===== src/rtl/uart_rx_fifo_if.sv =====
// uart_rx_fifo_if: valid/ready byte stream leaving the receiver FIFO, plus the FIFO fill level.
interface uart_rx_fifo_if #(
    parameter int unsigned FIFO_DEPTH = 8
);
    localparam int unsigned CW = $clog2(FIFO_DEPTH) + 1;

    logic          m_valid;
    logic [7:0]    m_data;
    logic          m_ready;
    logic [CW-1:0] fifo_count;

    modport master (output m_valid, output m_data, output fifo_count, input m_ready);
    modport slave  (input m_valid, input m_data, input fifo_count, output m_ready);
endinterface


===== src/rtl/uart_rx_fifo.sv =====
// uart_rx_fifo: 16x-oversampled UART receiver (8N1; 8E1 when UART_RX_PARITY_EN is defined)
// feeding a first-word-fall-through byte FIFO with a valid/ready output stream.
module uart_rx_fifo #(
    parameter int unsigned CLK_HZ     = 50000000,
    parameter int unsigned BAUD       = 9600,
    parameter int unsigned FIFO_DEPTH = 8
) (
    input  logic           clk,
    input  logic           rst,
    input  logic           rxd,
    uart_rx_fifo_if.master m_if,
    output logic           frame_err,
    output logic           overrun
);
    localparam int unsigned TICK_DIV = CLK_HZ / (BAUD * 16);
    localparam int unsigned TW       = $clog2(TICK_DIV);
    localparam int unsigned AW       = $clog2(FIFO_DEPTH);
    localparam int unsigned CW       = AW + 1;

`ifdef UART_RX_PARITY_EN
    typedef enum logic [2:0] {StIdle, StStart, StData, StParity, StStop, StWaitIdle} state_e;
`else
    typedef enum logic [2:0] {StIdle, StStart, StData, StStop, StWaitIdle} state_e;
`endif

    state_e        state;
    logic          rx_meta, rxs, rxs_prev;
    logic [TW-1:0] tick_cnt;
    logic          tick, start_edge, mid_bit, bit_end;
    logic [3:0]    s_cnt;
    logic [2:0]    bit_idx;
    logic [7:0]    shreg;
    logic          samp7, samp8, maj;
    logic          stop_ok, push, pop, full, valid;
`ifdef UART_RX_PARITY_EN
    logic          par_err;
`endif

    logic [7:0]    mem [FIFO_DEPTH];
    logic [AW-1:0] wr_ptr, rd_ptr;
    logic [CW-1:0] count;

    always_ff @(posedge clk or posedge rst) begin
        if (rst) begin
            rx_meta  <= 1'b1;
            rxs      <= 1'b1;
            rxs_prev <= 1'b1;
        end else begin
            rx_meta  <= rxd;
            rxs      <= rx_meta;
            rxs_prev <= rxs;
        end
    end

    assign start_edge = (state == StIdle) && rxs_prev && !rxs;
    assign tick       = (tick_cnt == TW'(TICK_DIV - 1));
    assign mid_bit    = tick && (s_cnt == 4'd9);
    assign bit_end    = tick && (s_cnt == 4'd15);
    assign maj        = (samp7 & samp8) | (samp7 & rxs) | (samp8 & rxs);

    // Restart the tick phase at the start edge so s=7..9 straddle the bit centre.
    always_ff @(posedge clk or posedge rst) begin
        if (rst) begin
            tick_cnt <= '0;
        end else if (start_edge || tick) begin
            tick_cnt <= '0;
        end else begin
            tick_cnt <= tick_cnt + 1'b1;
        end
    end

    assign valid = (count != '0);
    assign full  = (count == CW'(FIFO_DEPTH));
    assign pop   = valid && m_if.m_ready;
`ifdef UART_RX_PARITY_EN
    assign stop_ok = (state == StStop) && mid_bit && maj && !par_err;
`else
    assign stop_ok = (state == StStop) && mid_bit && maj;
`endif
    assign push  = stop_ok && (!full || pop);

    always_ff @(posedge clk or posedge rst) begin
        if (rst) begin
            state     <= StIdle;
            s_cnt     <= '0;
            bit_idx   <= '0;
            shreg     <= '0;
            samp7     <= 1'b1;
            samp8     <= 1'b1;
            frame_err <= 1'b0;
            overrun   <= 1'b0;
`ifdef UART_RX_PARITY_EN
            par_err   <= 1'b0;
`endif
        end else begin
            frame_err <= 1'b0;
            overrun   <= 1'b0;
            if (tick && s_cnt == 4'd7) samp7 <= rxs;
            if (tick && s_cnt == 4'd8) samp8 <= rxs;
            unique case (state)
                StIdle: begin
                    if (start_edge) begin
                        state   <= StStart;
                        s_cnt   <= '0;
                        bit_idx <= '0;
                    end
                end
                StStart: begin
                    if (tick) s_cnt <= s_cnt + 1'b1;
                    if (mid_bit && maj) state <= StIdle;
                    else if (bit_end) state <= StData;
                end
                StData: begin
                    if (tick) s_cnt <= s_cnt + 1'b1;
                    if (mid_bit) shreg <= {maj, shreg[7:1]};
                    if (bit_end) begin
                        bit_idx <= bit_idx + 1'b1;
`ifdef UART_RX_PARITY_EN
                        if (bit_idx == 3'd7) state <= StParity;
`else
                        if (bit_idx == 3'd7) state <= StStop;
`endif
                    end
                end
`ifdef UART_RX_PARITY_EN
                StParity: begin
                    if (tick) s_cnt <= s_cnt + 1'b1;
                    if (mid_bit) par_err <= maj ^ (^shreg);
                    if (bit_end) state <= StStop;
                end
`endif
                StStop: begin
                    // Decide at mid-bit so a back-to-back start edge is not missed.
                    if (mid_bit) begin
                        if (!maj) begin
                            frame_err <= 1'b1;
                            s_cnt     <= '0;
                            state     <= StWaitIdle;
`ifdef UART_RX_PARITY_EN
                        end else if (par_err) begin
                            frame_err <= 1'b1;
                            state     <= StIdle;
`endif
                        end else begin
                            overrun <= !push;
                            state   <= StIdle;
                        end
                    end else if (tick) begin
                        s_cnt <= s_cnt + 1'b1;
                    end
                end
                StWaitIdle: begin
                    if (tick) begin
                        if (!rxs) s_cnt <= '0;
                        else if (s_cnt == 4'd15) state <= StIdle;
                        else s_cnt <= s_cnt + 1'b1;
                    end
                end
                default: state <= StIdle;
            endcase
        end
    end

    always_ff @(posedge clk) begin
        if (push) mem[wr_ptr] <= shreg;
    end

    always_ff @(posedge clk or posedge rst) begin
        if (rst) begin
            wr_ptr <= '0;
            rd_ptr <= '0;
            count  <= '0;
        end else begin
            if (push) wr_ptr <= wr_ptr + 1'b1;
            if (pop)  rd_ptr <= rd_ptr + 1'b1;
            if (push && !pop)      count <= count + 1'b1;
            else if (pop && !push) count <= count - 1'b1;
        end
    end

    assign m_if.m_valid    = valid;
    assign m_if.m_data     = valid ? mem[rd_ptr] : 8'h00;
    assign m_if.fifo_count = count;
endmodule


===== src/flat_wrapper.sv =====
// flat-port wrapper written by rule: the top's interface ports become plain ports
module uart_rx_fifo_flat 
#(
    parameter int unsigned CLK_HZ     = 50000000,
    parameter int unsigned BAUD       = 9600,
    parameter int unsigned FIFO_DEPTH = 8
)
  (clk, rst, rxd, frame_err, overrun, m_if_m_valid, m_if_m_data, m_if_fifo_count, m_if_m_ready);
  uart_rx_fifo_if #(.FIFO_DEPTH(FIFO_DEPTH)) m_if_i ();
  input  logic clk;
  input  logic rst;
  input  logic rxd;
  output logic frame_err;
  output logic overrun;
  output wire logic [$bits(m_if_i.m_valid)-1:0] m_if_m_valid;
  output wire logic [$bits(m_if_i.m_data)-1:0] m_if_m_data;
  output wire logic [$bits(m_if_i.fifo_count)-1:0] m_if_fifo_count;
  input wire logic [$bits(m_if_i.m_ready)-1:0] m_if_m_ready;
  assign m_if_m_valid = m_if_i.m_valid;
  assign m_if_m_data = m_if_i.m_data;
  assign m_if_fifo_count = m_if_i.fifo_count;
  assign m_if_i.m_ready = m_if_m_ready;
  uart_rx_fifo #(.CLK_HZ(CLK_HZ), .BAUD(BAUD), .FIFO_DEPTH(FIFO_DEPTH)) u_core (.clk(clk), .rst(rst), .rxd(rxd), .m_if(m_if_i), .frame_err(frame_err), .overrun(overrun));
endmodule

===== config.mk =====
export PLATFORM = sky130hd
export DESIGN_NAME = uart_rx_fifo_flat
export DESIGN_NICKNAME = d
export VERILOG_FILES = /design/src/rtl/uart_rx_fifo_if.sv /design/src/rtl/uart_rx_fifo.sv /design/src/flat_wrapper.sv
export SDC_FILE = /design/constraint.sdc
export NUM_CORES = 1
export LEC_CHECK = 0
export CAP_MARGIN = 15
export CORE_MARGIN = 3
export CORE_UTILIZATION = 55
export CTS_CLUSTER_DIAMETER = 80
export DETAILED_ROUTE_END_ITERATION = 16
export PLACE_DENSITY = 0.73
export RECOVER_POWER = 50
export SLEW_MARGIN = 20
export SYNTH_ARGS = -nofsm -noshare
export SYNTH_HDL_FRONTEND = slang
export SYNTH_SLANG_ARGS = --single-unit

===== constraint.sdc =====
create_clock -name clk -period 9.06 [get_ports clk]
set_clock_uncertainty 0.15 [all_clocks]
set_input_delay 1.812 -clock clk [delete_from_list [all_inputs] [get_ports clk]]
set_output_delay 1.812 -clock clk [all_outputs]
set_load 0.1 [all_outputs]

==> flow_metrics.py <==
metrics = {
    "run_status": {
        "status": "finished with violations",
        "violations": "capacitance limit, slew limit",
    },
    "synth": {
        "synth-edff-count": 64,
        "synth.distinct_cells": 46,
        "postSynthAreaPerCell_sq_um": 15.3,
        "synth_fp_nets": 325,
        "syn_area_sq_um": 4700,
        "synth_top_area_share_pct": 40.9,
        "synth-warning-count": 0,
        "ys_seq_area_share_pct": 64.5,
        "ys.flop_type": "edfxtp_1",
        "synth_seq_cells": 108,
        "synth.area.top_cells": "edfxtp_1 41%, dfrtp_1 21%, mux4_2 7.7%",
        "synth_top_area_cell": "edfxtp_1",
        "synth_async_sr_flop_share_pct": 40.7,
        "netlist_instances": 308,
    },
    "setup_path": {
        "cp-start-kind": "flop",
        "required_ns": 7.10,
        "worstReg2RegStart": "u_core.tick_cnt[5]$_DFF_PP0_",
        "cp_slowest_cell": "clkdlybuf4s50_1",
        "r2r_slack_ns": 5.41,
        "critical_path_class": "flop to primary output",
        "cpPeakStageDelay_ns": 1.17,
        "crit_buf_inv": 1,
        "path_delay_family": "buffers and inverters",
        "cp.arrival_ns": 2.99,
        "crit_fanout": 18,
        "path_cells": "mux4_2, mux2i_1, nor2_1, clkdlybuf4s50_1",
        "endpoint_kind": "primary output",
        "crit_start": "u_core.rd_ptr[1]$_DFFE_PP0N_",
    },
    "global_route": {
        "grt_pass1_wl_mm": 12.8,
        "grt-ovfl-total": 0,
        "grt_usage_pct": 17.0,
        "grt_max_degree": 45,
        "grt_pass1_vias": 2480,
        "antenna_found_initial": 0,
    },
    "finish": {
        "nets": 347,
        "postLayoutCoreUtil_pct": 62.9,
        "mostFrequentLayoutCells": "64 x edfxtp_1, 38 x dfrtp_1, 25 x nor2_1, 16 x mux4_2",
        "multi_input_area_sq_um": 1610,
        "area.sequential_sq_um": 3030,
        "mostFrequentLayoutCell": "edfxtp_1",
        "fillerInstances": 599,
        "drive_above_1_share_pct": 18.5,
        "n_antenna_cell": 0,
        "area_delta_synth_final_pct": 10.5,
        "layout.cells.non_filler": 440,
    },
    "clock_network": {
        "cts_setup_buffers": 0,
        "cts_sinks": 108,
        "holdBufCountCts": 0,
        "cts_root_buf": "clkbuf_8",
        "cts.reportedPaths.clkPinSlew_ns": 0.12,
        "clkLatencyLatePin_ns": 0.38,
        "clockBufferDepth": 2,
        "cts_resized": 0,
        "cts_tree": "done",
        "numCtsBuffers": 9,
        "h-tree-depth": 3,
    },
    "routing": {
        "postRouteAntennaNets": 0,
        "routed_wl_mm": 7.54,
        "drt-vias-per-instance": 5.70,
        "post_drt_wl_per_cell_um": 17.1,
        "vias": 2510,
        "first_iter_violations": 101,
        "drc": 0,
        "drt-pass1-iter-count": 4,
    },
    "pwr": {
        "powerDensity_nw_per_um2": 290,
        "leakagePower_uw": 0.00207,
        "ir_worst_vdd_uv": 144,
    },
    "die": {
        "pin_count": 19,
        "die-area_sq_um": 9680,
        "num_rows": 33,
        "initial_utilization_pct": 56.9,
        "die_w_um": 98.4,
        "die_height_um": 98.4,
        "coreArea_sq_um": 8260,
    },
    "timing": {
        "hold_viol_final": 0,
        "finalSetupTns_ns": 0,
        "finalCriticalPeriod_ns": 4.95,
        "fmaxAchievable_ghz": 0.202,
        "period_share_pct": 54.6,
        "worst_slew_pin_slew_ns": 1.60,
        "maxSlewViolCount": 45,
        "rsz0062_at_grt": "false",
        "setup_violations": 0,
        "relSlewSlack_pct": -6.80,
    },
    "min_path": {
        "min_path_type": "flop to flop",
        "hp-start": "u_core.rx_meta$_DFF_PP1_",
    },
    "place": {
        "io_buffer_count": 18,
        "gp_congestion": 0.821,
        "dp.cells": 424,
        "hpwl_mm": 5.19,
    },
    "run": {
        "maxCapViolCount": 1,
    },
}
[cell families after synthesis]
| kind of cell | share of synthesized area (%) |
|---|---|
| AO/OA/AOI/OAI | 3.60 |
| multiplexers | 13.2 |
| buffers and inverters | 1.33 |
| adder cells (fa/ha/maj) | 4.08 |
| AND/OR/NAND/NOR | 10.5 |
| XOR/XNOR | 2.80 |
| flip-flops | 64.5 |
[synthesized netlist by cell type (2+ instances only)]
master,count
nor3b_1,6
clkbuf_1,4
nand3b_1,3
dfrtp_1,39
mux4_2,16
nand2b_1,3
o21ai_0,8
inv_1,7
xnor2_1,10
and3b_1,2
mux2i_1,9
xor2_1,5
edfxtp_1,64
mux2_2,15
nor2b_1,3
nand2_1,14
and3_1,6
buf_1,3
ha_1,12
buf_2,2
nand3_1,10
a22o_1,7
nor3_1,9
dfstp_2,5
nor2_1,25
[stage by stage]
step / cell area [sq um] / setup slack, ns / power [uW] / hold slack [ns]
detailed placement: 5000 / 4.13 / 1250 / 0.204
global route: 5190 / 3.99 / 1570 / 0.226
floorplan: 4700 / 4.52 / 1120 / 0.195
CTS: 5200 / 3.70 / 1530 / 0.220
finish: 5190 / 4.11 / 1510 / 0.223
global placement: 5000 / 4.19 / 1230 / 0.197
[flip-flops by register name (all words and copies together) (netlist names), 3 cells and up]
register / count
u_core.wr_ptr: 3
u_core.m_if.fifo_count: 4
u_core.rd_ptr: 3
u_core.mem: 64
u_core.state: 3
u_core.tick_cnt: 9
u_core.bit_idx: 3
u_core.shreg: 8
u_core.s_cnt: 4
[layer usage]
metal	vias up	track usage, %	part of all wire (%)	wire length, um
li1	1210	-	-	-
met1	1245	22.9	44	3350
met2	43	28.1	51	3820
met3	12	2.55	3.3	248
met4	0	6.62	1.6	122
met5	-	0	0	0
[worst paths after layout]
check / to / cells past startpoint
min reg2reg: u_core.rxs$_DFF_PP1_ / 0
max reg2reg: u_core.m_if.fifo_count[3]$_DFFE_PP0P_ / 11
max in group asynchronous: u_core.rd_ptr[0]$_DFFE_PP0N_ / 2
max: m_if_m_data[5] / 4
min in group asynchronous: u_core.s_cnt[2]$_DFFE_PP0P_ / 2
min: u_core.rxs$_DFF_PP1_ / 0
[cell type report]
class,count,share of cell area (%)
Clock buffer,10,2.65
Clock inverter,6,1.20
Inverter,7,0.506
Multi-Input combinational cell,184,31.0
Sequential cell,108,58.4
Tap cell,105,2.53
Timing Repair Buffer,20,3.76
[power breakdown]
group | leakage [uW] | internal (uW) | switching, uW
Combinational | 0.000743 | 198 | 392
Clock | 0.000103 | 115 | 169
Sequential | 0.00122 | 549 | 83.6
Note: power is estimated with default switching activity, not from simulation.
